$ cat config.mk
export PLATFORM = sky130hd
export DESIGN_NAME = apu_frame_seq_flat
export DESIGN_NICKNAME = d
export VERILOG_FILES = /design/src/rtl/apu_frame_seq_if.sv /design/src/rtl/apu_frame_seq.sv /design/src/flat_wrapper.sv
export SDC_FILE = /design/constraint.sdc
export NUM_CORES = 1
export LEC_CHECK = 0
export ABC_AREA = 1
export CAP_MARGIN = 20
export CORE_UTILIZATION = 51
export DETAILED_ROUTE_END_ITERATION = 6
export PLACE_DENSITY = 0.72
export SLEW_MARGIN = 5
export SYNTH_ARGS = -nofsm -noshare
export SYNTH_HDL_FRONTEND = slang
export SYNTH_SLANG_ARGS = --single-unit
$ cat constraint.sdc
create_clock -name clk -period 1.8 [get_ports clk]
set_input_delay 0.27 -clock clk [delete_from_list [all_inputs] [get_ports clk]]
set_output_delay 0.27 -clock clk [all_outputs]
set_load 0.01 [all_outputs]
$ cat src/rtl/apu_frame_seq_if.sv
// Register-decode <-> frame sequencer signal bundle: $4017 write, $4015 read strobe,
// and the tick / quarter / half / IRQ outputs fanned out to the channel units.
interface apu_frame_seq_if;
  logic       wr;
  logic [1:0] wdata;
  logic       rd_stat;
  logic       tick;
  logic       qframe;
  logic       hframe;
  logic       irq;
  logic       n_irq;
  logic [2:0] step;

  modport master (output wr, wdata, rd_stat,
                  input  tick, qframe, hframe, irq, n_irq, step);
  modport slave  (input  wr, wdata, rd_stat,
                  output tick, qframe, hframe, irq, n_irq, step);
endinterface

$ cat src/rtl/apu_frame_seq.sv
// APU frame sequencer: prescaled tick, 4/5-step quarter/half-frame pulses, frame IRQ.
// Optional feature macro: APU_FRAME_IRQ_EN (frame IRQ flop; when undefined irq=0, n_irq=1).
module apu_frame_seq #(
  parameter int TICK_DIV = 2,
  parameter int CNT_W    = 15,
  parameter int Q1       = 3728,
  parameter int Q2       = 7456,
  parameter int Q3       = 11185,
  parameter int Q4       = 14914,
  parameter int Q5       = 18640
) (
  input  logic             clk,
  input  logic             n_reset,
  apu_frame_seq_if.slave   io_bus
);
  localparam int PRE_W = (TICK_DIV > 1) ? $clog2(TICK_DIV) : 1;
  localparam logic [PRE_W-1:0] PRE_LAST = PRE_W'(TICK_DIV - 1);
  localparam logic [CNT_W-1:0] P1 = CNT_W'(Q1);
  localparam logic [CNT_W-1:0] P2 = CNT_W'(Q2);
  localparam logic [CNT_W-1:0] P3 = CNT_W'(Q3);
  localparam logic [CNT_W-1:0] P4 = CNT_W'(Q4);
  localparam logic [CNT_W-1:0] P5 = CNT_W'(Q5);

  logic [PRE_W-1:0] r_pre;
  logic             r_tick;
  logic [CNT_W-1:0] r_cnt;
  logic             r_mode;
  logic             r_inhibit;
  logic             r_pend;
  logic             r_q;
  logic             r_h;
  logic [2:0]       r_step;

  logic             w_q;
  logic             w_h;
  logic             w_set;
  logic             w_wrap;
  logic [2:0]       w_step;

  // Step decode; only meaningful on a normal (non-pending) tick.
  always_comb begin
    w_q    = 1'b0;
    w_h    = 1'b0;
    w_set  = 1'b0;
    w_wrap = 1'b0;
    w_step = r_step;
    if (r_tick && !r_pend) begin
      if (r_cnt == P1) begin
        w_q = 1'b1; w_step = 3'd1;
      end else if (r_cnt == P2) begin
        w_q = 1'b1; w_h = 1'b1; w_step = 3'd2;
      end else if (r_cnt == P3) begin
        w_q = 1'b1; w_step = 3'd3;
      end else if (!r_mode && r_cnt == P4) begin
        w_q = 1'b1; w_h = 1'b1; w_set = 1'b1; w_wrap = 1'b1; w_step = 3'd4;
      end else if (r_mode && r_cnt == P5) begin
        w_q = 1'b1; w_h = 1'b1; w_wrap = 1'b1; w_step = 3'd5;
      end
    end
  end

  always_ff @(posedge clk or negedge n_reset) begin
    if (!n_reset) begin
      r_pre     <= '0;
      r_tick    <= 1'b0;
      r_cnt     <= '0;
      r_mode    <= 1'b0;
      r_inhibit <= 1'b0;
      r_pend    <= 1'b0;
      r_q       <= 1'b0;
      r_h       <= 1'b0;
      r_step    <= 3'd0;
    end else begin
      r_pre  <= (r_pre == PRE_LAST) ? '0 : r_pre + 1'b1;
      r_tick <= (r_pre == PRE_LAST);
      r_q    <= 1'b0;
      r_h    <= 1'b0;
      if (r_tick) begin
        if (r_pend) begin
          // Deferred $4017 write: restart the sequence, 5-step mode clocks at once.
          r_cnt  <= '0;
          r_step <= 3'd0;
          r_q    <= r_mode;
          r_h    <= r_mode;
        end else begin
          r_cnt  <= w_wrap ? '0 : r_cnt + 1'b1;
          r_step <= w_step;
          r_q    <= w_q;
          r_h    <= w_h;
        end
        r_pend <= 1'b0;
      end
      // A write coincident with a tick stays pending for the following tick.
      if (io_bus.wr) begin
        r_pend               <= 1'b1;
        {r_mode, r_inhibit}  <= io_bus.wdata;
      end
    end
  end

  assign io_bus.tick   = r_tick;
  assign io_bus.qframe = r_q;
  assign io_bus.hframe = r_h;
  assign io_bus.step   = r_step;

`ifdef APU_FRAME_IRQ_EN
  logic r_irq;
  logic w_inh_now;

  // Inhibit clears the flag in the very cycle it is written, not only once stored.
  assign w_inh_now = r_inhibit | (io_bus.wr & io_bus.wdata[0]);

  always_ff @(posedge clk or negedge n_reset) begin
    if (!n_reset)                            r_irq <= 1'b0;
    else if (w_set && !w_inh_now)            r_irq <= 1'b1;
    else if (io_bus.rd_stat || w_inh_now)    r_irq <= 1'b0;
  end

  assign io_bus.irq = r_irq;
`else
  logic w_unused;
  assign w_unused   = ^{w_set, r_inhibit, io_bus.rd_stat};
  assign io_bus.irq = 1'b0;
`endif

  assign io_bus.n_irq = ~io_bus.irq;

endmodule
$ cat src/flat_wrapper.sv
// flat-port wrapper written by rule: the top's interface ports become plain ports
module apu_frame_seq_flat 
#(
  parameter int TICK_DIV = 2,
  parameter int CNT_W    = 15,
  parameter int Q1       = 3728,
  parameter int Q2       = 7456,
  parameter int Q3       = 11185,
  parameter int Q4       = 14914,
  parameter int Q5       = 18640
)
  (clk, n_reset, io_bus_wr, io_bus_wdata, io_bus_rd_stat, io_bus_tick, io_bus_qframe, io_bus_hframe, io_bus_irq, io_bus_n_irq, io_bus_step);
  apu_frame_seq_if io_bus_i ();
  input  logic clk;
  input  logic n_reset;
  input wire logic [$bits(io_bus_i.wr)-1:0] io_bus_wr;
  input wire logic [$bits(io_bus_i.wdata)-1:0] io_bus_wdata;
  input wire logic [$bits(io_bus_i.rd_stat)-1:0] io_bus_rd_stat;
  output wire logic [$bits(io_bus_i.tick)-1:0] io_bus_tick;
  output wire logic [$bits(io_bus_i.qframe)-1:0] io_bus_qframe;
  output wire logic [$bits(io_bus_i.hframe)-1:0] io_bus_hframe;
  output wire logic [$bits(io_bus_i.irq)-1:0] io_bus_irq;
  output wire logic [$bits(io_bus_i.n_irq)-1:0] io_bus_n_irq;
  output wire logic [$bits(io_bus_i.step)-1:0] io_bus_step;
  assign io_bus_i.wr = io_bus_wr;
  assign io_bus_i.wdata = io_bus_wdata;
  assign io_bus_i.rd_stat = io_bus_rd_stat;
  assign io_bus_tick = io_bus_i.tick;
  assign io_bus_qframe = io_bus_i.qframe;
  assign io_bus_hframe = io_bus_i.hframe;
  assign io_bus_irq = io_bus_i.irq;
  assign io_bus_n_irq = io_bus_i.n_irq;
  assign io_bus_step = io_bus_i.step;
  apu_frame_seq #(.TICK_DIV(TICK_DIV), .CNT_W(CNT_W), .Q1(Q1), .Q2(Q2), .Q3(Q3), .Q4(Q4), .Q5(Q5)) u_core (.clk(clk), .n_reset(n_reset), .io_bus(io_bus_i));
endmodule
### After elaboration in Yosys (flattened, before gate mapping)

Cells that the tools add are included.

| storage, ports and cells | value |
|---|---|
| bits in registers | 24 |
| bits in latches | 0 |
| bits in writable memories | 0 |
| bits in read-only memories | 0 |
| output and inout port bits | 8 |
| word-level logic and storage cells | 53 |
| memories kept | 0 |

| cells by class | value |
|---|---|
| add/subtract/negate cells | 2 |
| $mul | 0 |
| divide/modulo/power cells | 0 |
| magnitude comparators | 0 |
| equal/unequal tests | 5 |
| shifts and indexed selects | 0 |
| multiplexer cells | 29 |
| bitwise logic cells | 0 |
| reduce and logical (&&, ||, !) cells | 9 |

Operators with widths:

| kind | count |
|---|---|
| $eq 15x14->1 const B | 2 |
| $mux 15 | 2 |
| $mux 3 | 7 |
| $mux 1 | 20 |
| $add 15x1->15 const B | 1 |
| $eq 15x12->1 const B | 1 |
| $eq 15x13->1 const B | 1 |
| $eq 15x15->1 const B | 1 |
| $reduce_bool 6->1 | 1 |
| $reduce_bool 2->1 | 2 |
| $logic_and 1x1->1 | 3 |
| $reduce_and 3->1 | 1 |
| $logic_not 1->1 | 2 |
| $add 1x1->1 const B | 1 |

### Depth between registers and ports, before layout

| logic depth | value |
|---|---|
| word-level depth | 10 |
| depth in mapped cells | 13 |

### Worst setup path after synthesis

No wires, ideal clock.

| timing | value |
|---|---|
| kind | reg-to-reg |
| from | reg u_core.r_cnt[0] |
| to | reg u_core.r_step[2] (netlist: u_core.io_bus.step[2]) |
| setup time | 0.118 ns |
| arrival | 1.275 ns |
| path slack | 0.407 ns |
| stages on the path, launching flop included | 12 |
| path buffers | 0 |
| cell sequence | dfrtp_1 -> inv_1 -> ha_1 -> nand2_1 -> nor2_1 -> nand3_1 -> nor2_1 -> nor2_1 -> nand2_2 -> nand2_2 -> nand2_1 -> nand2_1 |

| between the ends | value |
|---|---|
| longest elaborated chain between the ends | 8 |
| elaborated cells on any way between the ends | 15 |
| classes of those cells | eq/ne: 5; mux: 6; reduce/logical: 4 |

RTL lines:

| element | RTL line | source |
|---|---|---|
| start: declaration | apu_frame_seq.sv:26 | `logic [CNT_W-1:0] r_cnt;` |
| start signal: assignment | apu_frame_seq.sv:86 | `r_cnt <= w_wrap ? '0 : r_cnt + 1'b1;` |
| $eq 15x14->1 | apu_frame_seq.sv:54 | `end else if (!r_mode && r_cnt == P4) begin` |
| $logic_and 1x1->1 | apu_frame_seq.sv:54 |  |
| $mux 3 | apu_frame_seq.sv:54 |  |
| $mux 3 | apu_frame_seq.sv:52 | `end else if (r_cnt == P3) begin` |
| $mux 3 | apu_frame_seq.sv:50 | `end else if (r_cnt == P2) begin` |
| $mux 3 | apu_frame_seq.sv:48 | `if (r_cnt == P1) begin` |
| $mux 3 | apu_frame_seq.sv:47 | `if (r_tick && !r_pend) begin` |
| $mux 3 | apu_frame_seq.sv:79 | `if (r_pend) begin` |
| end signal: assignment | apu_frame_seq.sv:87 | `r_step <= w_step;` |
| end: declaration | apu_frame_seq.sv:32 | `logic [2:0] r_step;` |

Several ways; a longest one is shown, not always the timed one. The select of a mux whose other input is x is not followed.
A chain may end at the register's enable or synchronous reset.

### Worst setup path after layout

| timing | value |
|---|---|
| from | reg u_core.r_cnt[0] |
| to | reg u_core.r_step[1] (netlist: u_core.io_bus.step[1]) |

The elaborated chain is that of the path after synthesis.

==> impl_metrics.yaml <==
placement:
  dp_cells: 274
  placed_area_sq_um: 1772
  gp_congestion: 0.9493
  hpwlAfterDp_mm: 2.622
  port_buffers: 9
detailed_routing:
  wl_per_cell_um: 12.75
  drt-total-wl_mm: 3.544
  final_antenna_net_count: 0
  drc: 0
  vias: 1405
  drt_first_iter_violations: 65
  first_pass_iters: 4
  vias_per_cell: 5.054
worst_setup_path:
  crit_required_ps: 2040
  arrival_ps: 1800
  critPathBufInv: 1
  crit_path_start_kind: "flip-flop"
  end_kind: "flip-flop"
  crit_chain: "inv_1, ha_1, nand2_1, nor2_1, nand3_1, nor2_1, nor2_1, nand2_2, nand2_2, nand2_1, nand2_1"
  max_stage_delay_ps: 450
  cp_top_family: "simple AND/OR/NAND/NOR gates"
  crit_slowest_cell: "dfrtp_1"
  worstPathMaxFanout: 4
  path_class: "reg -> reg"
floorplan:
  die-area_sq_um: 3457
  die_h_um: 58.80
  start_util: 0.5389
  num_io_pins: 14
  num_rows: 20
  coreArea_sq_um: 3053
  dieWidth_um: 58.80
sta:
  finalMaxSlewViolations: 0
  setup_violations: 0
  fmax_mhz: 639.8
  period_share: 0.8683
  rsz0062_at_grt: "no"
  fin_crit_ps: 1563
  hold_viol_final: 0
  skew_ps: 3.389
  final.setup.tns_ps: 0
  whs_ps: 284.3
hold_path:
  hp-class: "in -> async"
final_layout:
  finalNonFillerCells: 278
  area_delta_synth_final_pct: 10.87
  final_area_sq_um: 1824
  num-nets-final: 245
  diodes: 0
  drive_above_1_share: 0.1709
yosys:
  yosysSeqAreaShare: 0.3650
  syn_inst: 224
  yosys_register_bits: 24
  syn_area_per_cell_sq_um: 7.345
  synth_nets: 234
  yosys_warnings: 0
  ys_types: 27
  syn_area_sq_um: 1645
grt:
  grt_max_degree: 25
  grt_pass1_vias: 1301
  grt.total_usage: 0.2247
  overflow: 0
  grt_first_pass_wirelength_mm: 5.823
  antenna_found_initial: 0
status:
  status: "finished clean"
clock_network:
  clk_pin_slew_worst_paths_ps: 140
  cts_root_buf: "clkbuf_4"
  post_cts_buffers: 0
  clk_latency_ps: 330
  cts_sinks: 24
  clk_path_buf_depth: 2
  tritoncts: "built"
  cts_buffers: 3
  cts_resized: 0
  holdBufCountCts: 0
  htreeDepth: 1
power_and_ir_drop:
  p_total_mw: 1.043
  p_leak_nw: 0.8892
  p_per_area_nw_per_um2: 571.6
  vdd_ir_drop_max_mv: 0.4311
job:
  cap_violations: 0
## worst paths after layout
kind / start / endpoint / slack (ps) / depth (start not counted)
worst max-delay path: u_core.r_cnt[0] / u_core.io_bus.step[1] / 240 / 11
worst min-delay path: n_reset / u_core.r_cnt[12] / 280 / 2
worst max register to register: u_core.r_cnt[0] / u_core.io_bus.step[1] / 240 / 11
worst min register to register: u_core.r_pre / u_core.io_bus.tick / 400 / 0
max in group asynchronous: n_reset / u_core.r_cnt[2] / 1270 / 2
min in group clk: u_core.r_pre / u_core.io_bus.tick / 400 / 0
## report_power, final
| group | switching (mW) | total, mW | internal, mW |
|---|---|---|---|
| sequential | 0.00850 | 0.560 | 0.551 |
| clock | 0.178 | 0.404 | 0.225 |
| combinational | 0.0482 | 0.0797 | 0.0315 |
| total | 0.235 | 1.04 | 0.808 |
## flip-flops by register name (all words and copies together) (netlist names)
name	flops
u_core.r_cnt	15
u_core.r_mode	1
u_core.r_pre	1
u_core.io_bus.hframe	1
u_core.io_bus.tick	1
u_core.io_bus.qframe	1
u_core.io_bus.step	3
u_core.r_pend	1
## worst reg2reg max path: stages, from the launching register on
cell and delay [ps]:
dfrtp_1 450, inv_1 130, ha_1 190, nand2_1 60
nor2_1 80, nand3_1 70, nor2_1 150, nor2_1 90
nand2_2 80, nand2_2 60, nand2_1 60, nand2_1 50
## metrics by stage
stage / setup WS [ps] / util
global route: 55.90 / 0.5975
CTS: 244.9 / 0.5975
floorplan: 407.4 / -
global placement: 275.1 / 0.5803
finish: 237.1 / 0.5975
detailed placement: 271.9 / 0.5803
## synthesized netlist by cell type, drive strengths merged
library cell | n | area [sq um]
ha | 4 | 50.05
nor3b | 1 | 12.51
nor2 | 36 | 175.2
buf | 6 | 45.04
o32ai | 1 | 8.760
o21bai | 2 | 18.77
nand4 | 8 | 50.05
o21ai | 11 | 55.05
a31oi | 1 | 6.260
nand2 | 67 | 291.5
nand3 | 22 | 120.1
xor2 | 6 | 52.55
clkbuf | 1 | 3.750
inv | 27 | 101.4
dfrtp | 24 | 600.6
nor3 | 3 | 36.29
a21oi | 2 | 10.01
conb | 2 | 7.510
## metal layers
metal	track usage	share of wire
met2	0.3571	0.46
met5	0	0
met4	0.09184	0.014
met1	0.3110	0.50
met3	0.02637	0.031
## kinds of logic after synthesis
kind of cell             share of synthesized area
XOR/XNOR                                   0.03194
adder cells (fa/ha/maj)                    0.03042
AND/OR/NAND/NOR                             0.4167
buffers and inverters                      0.09125
other                                     0.004564
flip-flops                                  0.3650
AO/OA/AOI/OAI                              0.06008
## cell type report
type	count	area [sq um]
Fill cell	310	1229
Multi-Input combinational cell	166	894.6
Sequential cell	24	600.6
Timing Repair Buffer	13	120.1
Inverter	27	101.3
Tap cell	44	55.05
Clock inverter	1	30.03
Clock buffer	3	22.52
## cells in the final DEF (no fill, tap or decap)
cell type        count
o21bai_2             1
nand4_1              8
inv_1               24
nand3_2              2
a31oi_1              1
inv_2                3
nand2_1             55
bufinv_16            1
nand2_4              2
conb_1               2
clkdlybuf4s50_1      9
o21ai_0              4
nor2_2               7
nor3b_2              1
a21oi_1              2
nand3_1             20
nor2_1              26
nor3_4               1
dfrtp_1             24
xor2_1               6
clkbuf_4             3
o21ai_1              7
nor3_2               2
o32ai_1              1
nor2_4               3
o21bai_1             1
buf_4                4
nand2_2             10
ha_1                 4
No activity file was read; power rests on OpenSTA's default activity.
